File: config.mk
export PLATFORM = sky130hd
export DESIGN_NAME = reg_array_fill
export DESIGN_NICKNAME = d
export VERILOG_FILES = /design/src/rtl/reg_array_fill.sv
export SDC_FILE = /design/constraint.sdc
export NUM_CORES = 1
export LEC_CHECK = 0
export ABC_CLOCK_PERIOD_IN_PS = 2700
export BUFFER_PORTS_ARGS = -buffer_cell sky130_fd_sc_hd__clkbuf_2
export CAP_MARGIN = 5
export CELL_PAD_IN_SITES_DETAIL_PLACEMENT = 0
export CELL_PAD_IN_SITES_GLOBAL_PLACEMENT = 1
export CORE_MARGIN = 2
export CORE_UTILIZATION = 51
export CTS_CLUSTER_SIZE = 40
export DETAILED_ROUTE_END_ITERATION = 8
export PLACE_DENSITY = 0.9
export RECOVER_POWER = 25
export SLEW_MARGIN = 40
export SYNTH_ARGS = -nofsm -noshare
export SYNTH_HDL_FRONTEND = slang
export SYNTH_SLANG_ARGS = --single-unit
File: constraint.sdc
create_clock -name clk -period 2.7 [get_ports clk]
set_clock_uncertainty 0.15 [all_clocks]
set_input_delay 0.675 -clock clk [delete_from_list [all_inputs] [get_ports clk]]
set_output_delay 0.675 -clock clk [all_outputs]
set_load 0.05 [all_outputs]
File: src/rtl/reg_array_fill.sv
// DEPTH x WIDTH register array with a bit-masked write port, a registered read port
// and a sequencer that bulk-fills every entry with a latched pattern, one per cycle.
module reg_array_fill #(
    parameter int WIDTH = 8,
    parameter int DEPTH = 16,
    localparam int AW = $clog2(DEPTH)
) (
    input  logic             clk,
    input  logic             rst_n,
    input  logic             wr_en,
    input  logic [AW-1:0]    wr_addr,
    input  logic [WIDTH-1:0] wr_data,
    input  logic [WIDTH-1:0] wr_mask,
    output logic             wr_err,
    input  logic             rd_en,
    input  logic [AW-1:0]    rd_addr,
    output logic [WIDTH-1:0] rd_data,
    output logic             rd_valid,
    input  logic             fill_start,
    input  logic [WIDTH-1:0] fill_data,
    output logic             fill_busy,
    output logic             fill_done
);

    typedef enum logic [1:0] {
        IDLE = 2'd0,
        FILL = 2'd1,
        DONE = 2'd2
    } state_t;

    localparam logic [AW-1:0] LAST = AW'(DEPTH - 1);

    state_t           state;
    state_t           state_nxt;
    logic [AW-1:0]    ptr;
    logic [WIDTH-1:0] pattern;
    logic [WIDTH-1:0] mem [DEPTH];

    logic wr_in_range;
    logic rd_in_range;
    logic wr_ok;

    // Addresses beyond DEPTH are representable when DEPTH is not a power of two.
    assign wr_in_range = (32'(wr_addr) < 32'(DEPTH));
    assign rd_in_range = (32'(rd_addr) < 32'(DEPTH));
    assign wr_ok       = wr_en && (state != FILL) && wr_in_range;

    assign fill_busy = (state == FILL);
    assign fill_done = (state == DONE);

    always_comb begin
        state_nxt = state;
        case (state)
            IDLE:    if (fill_start) state_nxt = FILL;
            FILL:    if (ptr == LAST) state_nxt = DONE;
            DONE:    state_nxt = IDLE;
            default: state_nxt = IDLE;
        endcase
    end

    always_ff @(posedge clk or negedge rst_n) begin
        if (!rst_n) begin
            state   <= IDLE;
            ptr     <= '0;
            pattern <= '0;
        end else begin
            state <= state_nxt;
            if (state == IDLE && fill_start) begin
                pattern <= fill_data;
                ptr     <= '0;
            end else if (state == FILL) begin
                ptr <= (ptr == LAST) ? '0 : ptr + 1'b1;
            end
        end
    end

    // Sole writer of the array: the fill sequencer has priority over user writes.
    always_ff @(posedge clk or negedge rst_n) begin
        if (!rst_n) begin
            for (int i = 0; i < DEPTH; i++) begin
                mem[i] <= '0;
            end
        end else if (state == FILL) begin
            mem[ptr] <= pattern;
        end else if (wr_ok) begin
            mem[wr_addr] <= (mem[wr_addr] & ~wr_mask) | (wr_data & wr_mask);
        end
    end

    always_ff @(posedge clk or negedge rst_n) begin
        if (!rst_n) begin
            rd_data  <= '0;
            rd_valid <= 1'b0;
            wr_err   <= 1'b0;
        end else begin
            rd_valid <= rd_en;
            wr_err   <= wr_en && ((state == FILL) || !wr_in_range);
            if (rd_en) begin
                rd_data <= rd_in_range ? mem[rd_addr] : '0;
            end
        end
    end

endmodule

# [Word level (Yosys, flattened, before mapping)]
# Cells that the tools add are included.
[op_classes] addsub=1 multipliers=0 n_div=0 magnitude_cmp=5 n_eq_ne=6 n_shift=0 mux=20 bitwise=7 reduce_logical=9
[op_table] op="$bwmux 128" n=2
[op_table] op="$mux 128" n=2
[op_table] op="$bmux 8 s4" n=2
[op_table] op="$demux 8 s4" n=2
[op_table] op="$mux 8" n=6
[op_table] op="$and 8x8->8" n=2
[op_table] op="$ge 5x5->1 const B" n=3
[op_table] op="$not 4->5" n=3
[op_table] op="$mux 4" n=3
[op_table] op="$lt 5x1->1 const B" n=2
[op_table] op="$not 8->8" n=1
[op_table] op="$or 8x8->8" n=1
[op_table] op="$logic_and 1x1->1" n=5
[op_table] op="$add 4x1->4 const B" n=1
[op_table] op="$eq 4x4->1 const B" n=1
[op_table] op="$mux 2" n=2
[op_table] op="$ne 2x1->1 const B" n=2
[op_table] op="$pmux 2 s2" n=1
[op_table] op="$reduce_bool 2->1" n=2
[op_table] op="$eq 2x1->1 const B" n=1
[op_table] op="$eq 2x2->1 const B" n=1
[op_table] op="$logic_not 2->1" n=1
[op_table] op="$ne 2x2->1 const B" n=1
[op_table] op="$reduce_and 2->1" n=1
[word_totals] register_bits=152 latchBits=0 mem_bits_rw=0 mem_bits_ro=0 input_bits=37 memories=0

# [Depth between registers and ports, before layout]
# Gate-level depths: netlist of run 1.
[logic_depth] ltp_word=9 ltp_mapped=8

# [Least setup slack after synthesis of run 1]
# Ideal clock, no wire load.
[synth_path] path_type="input-to-reg" from="input wr_addr[0]" to="register mem[22] (netlist name)" setup_ns=0.126 arrival_time_ns=2.235 path_slack_ns=0.189 stages=7 path_cell_list="buf_6 buf_6 mux2_1 a221oi_2 a32oi_2 buf_6 a221o_1"
[synth_via] elab_chain_cells=9 word_cells_on_any_way=14 classes_between="order compare: 2; mux: 8; bitwise: 3; reduce/logical: 1"
[synth_lines] element="from (decl)" line="11" text="input logic [AW-1:0] wr_addr,"
[synth_lines] element="$not 4->5 (*)" line="86" text="mem[wr_addr] <= (mem[wr_addr] & ~wr_mask) | (wr_data & wr_mask);"
[synth_lines] element="$bmux 8 s4" line="86"
[synth_lines] element="$mux 8 (implied by the code) (2 in series)" line="86"
[synth_lines] element="$and 8x8->8" line="86"
[synth_lines] element="$or 8x8->8" line="86"
[synth_lines] element="$bwmux 128 (*)" line="86"
[synth_lines] element="$mux 128 (*)" line="85" text="end else if (wr_ok) begin"
[synth_lines] element="$mux 128 (*)" line="83" text="end else if (state == FILL) begin"
[synth_lines] element="to (signal, indexed assignment)" line="84" text="mem[ptr] <= pattern;"
[synth_lines] element="to (signal, indexed assignment)" line="86"
[synth_lines] element="to (decl)" line="37" text="logic [WIDTH-1:0] mem [DEPTH];"
# Mark *: on every way between the ends. The rest lies on a longest branch, timed or not. The select of a mux whose other input is x is not followed.
# A chain may end at the register's enable or synchronous reset.

# [Final worst setup path of run 1]
[layout_path] from="input wr_addr[0]" to="register mem[25] (netlist name)"
# The elaborated chain is that of the path after synthesis.

==> run metrics, run 1 <==
worst path cell trace=clkbuf_2, buf_12, mux4_2, a22oi_1, buf_4, a32oi_2, buf_12, a221o_1; worst min-delay path category=primary input to async pin; first-pass iteration count of the detailed router=6; Longest Clk Path Bufs=2; Worst-path clk slew=roughly 70 ps; Leak=around 5.2 nW; min Tclk post-route=about 2600 ps; CP Max Fanout=10; number of flops mapped to enable cells by yosys=0; first-pass GRT wire length=between 50,000 and 60,000 um; DRC errors left=0; total number of vias=9,273; most frequent cells in the layout=dfrtp_1, and3_1, a221o_1; Skew-Pair Late Insertion Delay=roughly 430 ps; post-cts resize count=0; crit path DAT=approximately 2800 ps; Worst setup EP type=flip-flop; Slew Limit Fails=0; startpoint types=primary input; status=finished clean; max-cap violation count=0; Hold Vio Cnt, Final=0; ANT nets after route=0; CTS sink cnt=152; Worst R2R Setup Slack=320 ps; commonest non-fill, non-tap cell in the layout=dfrtp_1; final setup vio count=0; Post-Syn Nets=between 900 and 1k; Synth async-reset ratio=100%; # port buffers=48; core area=approximately 20,000 um^2; Routed Wire Length=34,800 um; Distinct cells, synth=between 40 and 50; worst-margin pin slew=approximately 1200 ps; placed cell count=1,197; Syn-to-layout area delta=15.2%; P_sw=between 4 and 5 mW; Final Wtd Congestion=0.927; Max transition margin=23.1%; die area=approximately 21,000 um^2; DRT iter0 DRCs=1,207; Synth Flop Type=dfrtp_1; Root Buffer=clkbuf_16; RSZ-0062 raised after global routing=no; hpwl dp=about 23,000 um; Area contributors post-synth=dfrtp_1, a221o_1, mux4_2; Cells after Synth=898; slowest stage delay, CP=approximately 500 ps; layout cells sized above 1=between 20% and 30%; Layout Cells excl Fill=approximately 1.2k; Num CTS Buffers=17; hold_buf cts=0; largest net degree at the start of global routing=between 50 and 60; CP required=between 2000 and 3000 ps; # Post-CTS Setup Buffers=0; layout net count=between 900 and 1k; Core Util, Final=60.4%; leading area contributor after synthesis=dfrtp_1; Die W=~150 um; post-place setup slack=-321 ps; sw frac=40.0%; htree depth=4; P_int=7.50 mW; Clock Power Share=between 20% and 30%; post-route clock period utilization=96.1%; Logic pwr share=about two fifths; VDD IR max=approximately 0.00096 V; # rows=51; Hold WS=approximately 310 ps; Seq/Total Area, Yosys=36.9%; Peak Freq=around 390 MHz; cell area after synthesis=10,300 um^2; Setup WS post-layout=106 ps; gr ovfl total=0; Sequential Power Share=38.7%; vias in the first global route=a little under 9k; routed length per instance=roughly 28 um; Initial Utilization=52.4%; Avg Cell Area, Syn=around 11 um^2; Crit path top cell by count=buf_12; Die H=approximately 150 um; Crit Path Category=primary input to flip-flop; PwrDens=between 1000 and 1500 nW/um^2; ANT cells=0; CP max-delay cell=mux4_2; routed vias/inst=7.55; Ys Warns=0; IO Count=49; Yosys reg bits=approximately 150; Tot GR Track Use=roughly a third; CTS tree=built; top cell type's share of synthesized area=36.9%; initial antenna violation count=0
-- state kept, by name, indices dropped and copies added (netlist names) --
signal	cells
ptr	4
wr_err	1
rd_valid	1
state	2
mem	128
pattern	8
rd_data	8
-- layout make-up --
class	instances	area (um^2)
Clock buffer	20	457
Clock inverter	12	190
Fill cell	1604	7790
Inverter	15	56.3
Multi-Input combinational cell	635	5970
Sequential cell	152	3810
Tap cell	265	332
Timing Repair Buffer	130	1050
-- power by group through the flow --
stage	clock, mW	sequential, mW	combinational [mW]
floorplan	0	4.09	3.76
detailed placement	0	4.74	4.91
global placement	0	4.67	4.75
finish	2.65	4.83	5.02
CTS	2.66	4.73	4.93
global route	2.75	4.95	5.33
-- final timing paths --
kind,startpoint,to,cells past startpoint
worst max-delay path,wr_addr[0],mem[25],8
worst min-delay path,rst_n,mem[26],1
worst max register to register,mem[97],mem[25],6
worst min register to register,rd_data[4],rd_data[4],2
max in group asynchronous,rst_n,pattern[7],2
min in group clk,fill_data[7],pattern[7],2
-- logic make-up (layout without fill, tap and decap cells) --
group | Yosys count | count (layout) | synth area share, %
AOI/OAI and AO/OA | 283 | 283 | 26.2
and+or+nand+nor | 252 | 252 | 14.4
DFF | 152 | 152 | 36.9
buffers and inverters | 111 | 177 | 5.25
muxes | 96 | 96 | 16.7
adders and majority gates | 4 | 4 | 0.486
-- per-layer routing --
layer | GRT usage [%] | vias to the layer above | wire [um]
li1 | - | 3854 | -
met3 | 8.72 | 88 | 4430
met5 | 0 | - | 0
met4 | 14.3 | 0 | 1500
met1 | 47.2 | 4668 | 14100
met2 | 46.9 | 663 | 14800
-- synth_stat cells, drive strengths merged, types with 13 or more instances --
master and number:
nand4 16, a221o 128, nor2 15, nand3 13
o21a 16, mux4 56, and3 138, nand2 18
dfrtp 152, mux2 24, mux2i 16, o31a 96
clkbuf 58, buf 38, nand2b 18, inv 14
-- critical path: cells and delay by family --
kind	cells	cell delay, ps
mux	1	500
compound gates	3	830
buf+inv	4	740
-- through the flow --
stage	total power [mW]	cell area [um^2]	TNS, ps
4_1_cts	12.3	11900	0
6_report	12.5	11900	0
2_1_floorplan	7.85	10300	0
3_5_place_dp	9.65	11200	-17880
3_3_place_gp	9.43	11200	-15500
5_1_grt	13.0	11900	0
(Power assumes the default switching activity.)
==> run 2: changes to the inputs <==
--- a/config.mk
+++ b/config.mk
@@ -14,6 +14,7 @@
 export CORE_UTILIZATION = 51
 export CTS_CLUSTER_SIZE = 40
 export DETAILED_ROUTE_END_ITERATION = 8
+export MAX_ROUTING_LAYER = met4
 export PLACE_DENSITY = 0.9
 export RECOVER_POWER = 25
 export SLEW_MARGIN = 40
==> run metrics, run 2 (synthesized netlist as in run 1, its figures left out) <==
status=finished clean; Slew Limit Fails=0 (unchanged); Skew-Pair Late Insertion Delay=450 ps (+20 ps); worst setup path end=mem[49]; CTS sink cnt=152 (unchanged); first-pass iteration count of the detailed router=5 (-1); Setup WS post-layout=117 ps (+11.1 ps); PwrDens=1040 nW/um^2 (-1.5%); Initial Utilization=52.4% (unchanged); die area=21,300 um^2 (unchanged); Worst R2R End=mem[8]; layout net count=1,005 (+1.3%); # rows=51 (unchanged); Worst-path clk slew=80 ps (about the same); Largest regs=mem: 128 flops, pattern: 8 flops, rd_data: 8 flops; placed cell count=1,210 (+1.1%); Peak Freq=387 MHz (+0.43%); most frequent cells in the layout=dfrtp_1, and3_1, a221o_1; initial antenna violation count=0 (unchanged); # Post-CTS Setup Buffers=0 (unchanged); Worst R2R Setup Slack=320 ps (about the same); max reg flops=128 (unchanged); Routed Wire Length=35,200 um (+1.0%); # port buffers=48 (unchanged); crit path DAT=2760 ps (about the same); reg-to-reg critical path startpoint=ptr[0]; Hold Vio Cnt, Final=0 (unchanged); htree depth=4 (unchanged); hpwl dp=23,800 um (+2.7%); post-place setup slack=-339 ps (-17.6 ps); IO Count=49 (unchanged); DP Area=11,300 um^2 (+0.76%); CP Max Fanout=11 (+1); startpoint types=primary input; ANT cells=0 (unchanged); Syn-to-layout area delta=15.7%; final setup vio count=0 (unchanged); CTS tree=built; commonest non-fill, non-tap cell in the layout=dfrtp_1; Max transition margin=11.4% (-12 points); length in cells of the worst reg-to-reg path=6 (unchanged); layout cells sized above 1=28.5% (+1.1 points); post-route clock period utilization=95.7% (-0.41 points); CP required=2880 ps (+20 ps); Pwr Total=12.4 mW (-1.1%); routed length per instance=28.3 um (about the same); VDD IR max=0.000973 V (+1.9%); Crit path top cell by count=buf_4; min Tclk post-route=2580 ps (-11.1 ps); fin area=11,900 um^2 (+0.39%); Tot GR Track Use=34.3% (+1.5 points); worst path cell trace=clkbuf_2, buf_12, mux4_2, a22oi_1, buf_4, a32oi_2, buf_4, a221o_1; Root Buffer=clkbuf_16; ANT nets after route=0 (unchanged); Num CTS Buffers=17 (unchanged); Die W=146 um (unchanged); Die H=146 um (unchanged); Worst setup EP type=flip-flop; routed vias/inst=7.59 (+0.56%); Longest Clk Path Bufs=2 (unchanged); Leak=5.23 nW (+0.89%); Core Util, Final=60.6% (+0.24 points); CP startpoint=wr_addr[0]; DRC errors left=0 (unchanged); sum of negative setup slack=0 ps (unchanged); CP max-delay cell=mux4_2; RSZ-0062 raised after global routing=no; first-pass GRT wire length=54,500 um (+0.82%); Top reg by flops=mem; DRT iter0 DRCs=1,533 (+27%); Hold WS=310 ps (-2.47 ps); Final Wtd Congestion=0.943 (+1.7%); Crit Path Category=primary input to flip-flop; worst-margin pin slew=1330 ps (+176 ps); max-cap violation count=0 (unchanged); total number of vias=9,424 (+1.6%); slowest stage delay, CP=510 ps (about the same); gr ovfl total=0 (unchanged); hold_buf cts=0 (unchanged); vias in the first global route=8,902 (-0.54%); Layout Cells excl Fill=1,242 (+1.1%); post-cts resize count=0 (unchanged); worst min-delay path category=primary input to flip-flop; core area=19,700 um^2 (unchanged); largest net degree at the start of global routing=47 (-16%)
## run 2: changes by cell type in the layout (fill, tap and decap cells not counted), moves of 2 or more
cell / delta
inv_6: +4
clkbuf_8: -2
bufinv_16: -3
buf_4: +14
clkinvlp_4: -2
clkbuf_4: -2
inv_8: +2
## run 2: layout make-up
class	instances	area, um^2
timing repair buffer	143	1160
fill	1593	7740
multi-input combinational	635	5980
clock buffer	17	425
clock inverter	15	156
sequential	152	3810
tap	265	332
inverter	15	56.3
## run 2: routing by layer
metal | GRT usage [%] | up-vias | part of all wire [%]
met5 | - | - | 0
met4 | 15.0 | 0 | 4.5
met3 | 8.03 | 112 | 13
met2 | 46.8 | 729 | 42
met1 | 48.9 | 4704 | 41
li1 | - | 3879 | -
## run 2: where the power goes
| part | switching, mW | internal [mW] | total, mW | leakage (nW) |
|---|---|---|---|---|
| Clock | 1.13 | 1.31 | 2.44 | 0.289 |
| Sequential | 1.54 | 3.29 | 4.84 | 1.91 |
| Combinational | 2.47 | 2.62 | 5.09 | 3.03 |
| Total | 5.14 | 7.22 | 12.4 | 5.23 |
## run 2: how the worst min path moves through the flow
stage                            start         end  slack, ps  cells past startpoint
after floorplan                  rst_n      mem[0]        230                      0
after global placement      rd_data[5]  rd_data[5]        340                      2
after detailed placement    rd_data[7]  rd_data[7]        330                      2
after CTS                        rst_n     mem[25]         40                      1
after global routing      fill_data[6]  pattern[6]        310                      2
final                     fill_data[6]  pattern[6]        310                      2
## run 2: critical path: cells and delay by family
family | cells | cell delay (ps)
compound gates | 3 | 820
buf+inv | 4 | 740
mux | 1 | 510
==> run 3: changes to the inputs <==
--- a/config.mk
+++ b/config.mk
@@ -8,7 +8,7 @@
 export ABC_CLOCK_PERIOD_IN_PS = 2700
 export BUFFER_PORTS_ARGS = -buffer_cell sky130_fd_sc_hd__clkbuf_2
 export CAP_MARGIN = 5
-export CELL_PAD_IN_SITES_DETAIL_PLACEMENT = 0
+export CELL_PAD_IN_SITES_DETAIL_PLACEMENT = 1
 export CELL_PAD_IN_SITES_GLOBAL_PLACEMENT = 1
 export CORE_MARGIN = 2
 export CORE_UTILIZATION = 51
==> run metrics, run 3 (synthesized netlist as in run 1, its figures left out) <==
status=finished clean; Top reg by flops=mem; Hold Vio Cnt, Final=0 (unchanged); commonest non-fill, non-tap cell in the layout=dfrtp_1; Clock Power Share=19.9% (+0.2 points); hold_buf cts=0 (unchanged); Num CTS Buffers=17 (unchanged); # port buffers=48 (unchanged); layout cells sized above 1=28.8% (+0.31 points); Buffers & Inverters on Critical Path=4 (unchanged); Root Buffer=clkbuf_16; core area=19,700 um^2 (unchanged); worst-margin pin slew=1340 ps (+12.8 ps); die area=21,300 um^2 (unchanged); fillers=2,033 (+28%); htree depth=4 (unchanged); vias in the first global route=10.8k (+21%); final setup vio count=0 (unchanged); CP Max Fanout=11 (unchanged); post-route clock period utilization=99.7% (+4.1 points); IO Count=49 (unchanged); RSZ-0062 raised after global routing=no; total number of vias=10.3k (+9.7%); slowest stage delay, CP=540 ps (+30 ps); Layout Cells excl Fill=1,243 (+0.081%); # Post-CTS Setup Buffers=0 (unchanged); Die W=146 um (unchanged); max-cap violation count=0 (unchanged); post-cts resize count=0 (unchanged); placed cell count=1,210 (unchanged); DRC errors left=0 (unchanged); Hold WS=297 ps (-13.2 ps); ANT nets after route=0 (unchanged); cell count along the critical path=8 (unchanged); DRT iter0 DRCs=1,733 (+13%); Crit path top cell by count=buf_4; hpwl dp=27,900 um (+17%); CTS tree=built; worst min-delay path category=primary input to flip-flop; Pwr Total=13.3 mW (+7.2%); routed vias/inst=8.32 (+9.6%); crit-path leading delay family=compound AO/OA/AOI/OAI gates; routed length per instance=35.7 um (+26%); most frequent cells in the layout=dfrtp_1, and3_1, a221o_1; fin area=11,900 um^2 (+0.28%); Longest Clk Path Bufs=2 (unchanged); worst path cell trace=clkbuf_2, buf_12, mux4_2, a22oi_1, buf_4, a32oi_2, buf_4, a221o_1; gr ovfl total=0 (unchanged); largest net degree at the start of global routing=47 (unchanged); P_sw=5.80 mW (+13%); Worst setup EP type=flip-flop; min Tclk post-route=2690 ps (+109 ps); Routed Wire Length=44,400 um (+26%); Leak=5.24 nW (+0.18%); sw frac=43.8% (+2.2 points); startpoint types=primary input; # rows=51 (unchanged); hold path cells=2 (unchanged); Initial Utilization=52.4% (unchanged); crit path DAT=2870 ps (+110 ps); first-pass GRT wire length=67,800 um (+24%); Peak Freq=371 MHz (-4.1%); post-place setup slack=-338 ps (+0.783 ps); Max transition margin=10.5% (-0.85 points); initial antenna violation count=1 (+1); CP required=2880 ps (about the same); layout net count=1,005 (unchanged); Crit Path Category=primary input to flip-flop; Tot GR Track Use=43.3% (+9.0 points); Die H=146 um (unchanged); Worst-path clk slew=70 ps (about the same); Final Wtd Congestion=0.943 (unchanged); PwrDens=1110 nW/um^2 (+6.9%); DP Area=11,300 um^2 (unchanged); CTS sink cnt=152 (unchanged); length in cells of the worst reg-to-reg path=6 (unchanged); Logic pwr share=41.4% (+0.2 points); Skew-Pair Late Insertion Delay=460 ps (about the same); P_int=7.45 mW (+3.1%); Sequential Power Share=38.7% (-0.4 points); CP max-delay cell=mux4_2; max reg flops=128 (unchanged); first-pass iteration count of the detailed router=6 (+1); VDD IR max=0.000657 V (-33%); Largest regs=mem: 128 flops, pattern: 8 flops, rd_data: 8 flops; Setup WS post-layout=7.61 ps (-109 ps); Syn-to-layout area delta=16.0%; Slew Limit Fails=0 (unchanged)
run 3: path summary, 6_finish.rpt:
kind | start | to | slack, ps
worst min-delay path | fill_data[4] | pattern[4] | 300
min in group asynchronous | rst_n | mem[17] | 360
worst max-delay path | wr_addr[0] | mem[41] | 8
worst min register to register | rd_data[4] | rd_data[4] | 370
max in group asynchronous | rst_n | mem[14] | 540
worst max register to register | ptr[0] | mem[11] | 140
run 3: cell type report:
type | instances | area, um^2 | area share (%)
Multi-Input combinational cell | 635 | 5980 | 50.0
Sequential cell | 152 | 3810 | 31.9
Timing Repair Buffer | 143 | 1140 | 9.58
Clock buffer | 20 | 457 | 3.82
Tap cell | 265 | 332 | 2.78
Clock inverter | 12 | 164 | 1.37
Inverter | 15 | 56.3 | 0.471
Antenna cell | 1 | 2.50 | 0.0209
run 3: power groups by stage:
stage | clock [mW] | sequential, mW | combinational (mW)
floorplan | 0 | 4.09 | 3.76
global placement | 0 | 4.69 | 4.78
detailed placement | 0 | 4.85 | 5.14
CTS | 2.63 | 4.93 | 5.33
global route | 2.72 | 5.14 | 5.71
finish | 2.64 | 5.13 | 5.48
run 3: per-layer routing:
metal	GRT usage [%]	up-vias	wire, um
met5	-	-	0
met1	52.0	5103	15500
met2	63.2	1040	19300
li1	-	3874	-
met4	26.1	0	3550
met3	14.7	324	6090
run 3: stage by stage:
| step | setup TNS (ps) | utilization (%) |
|---|---|---|
| after CTS | 0 | 60.8 |
| after detailed placement | -27250 | 57.7 |
| final | 0 | 60.8 |
| after floorplan | 0 | - |
| after global routing | 0 | 60.8 |
| after global placement | -16050 | 57.5 |
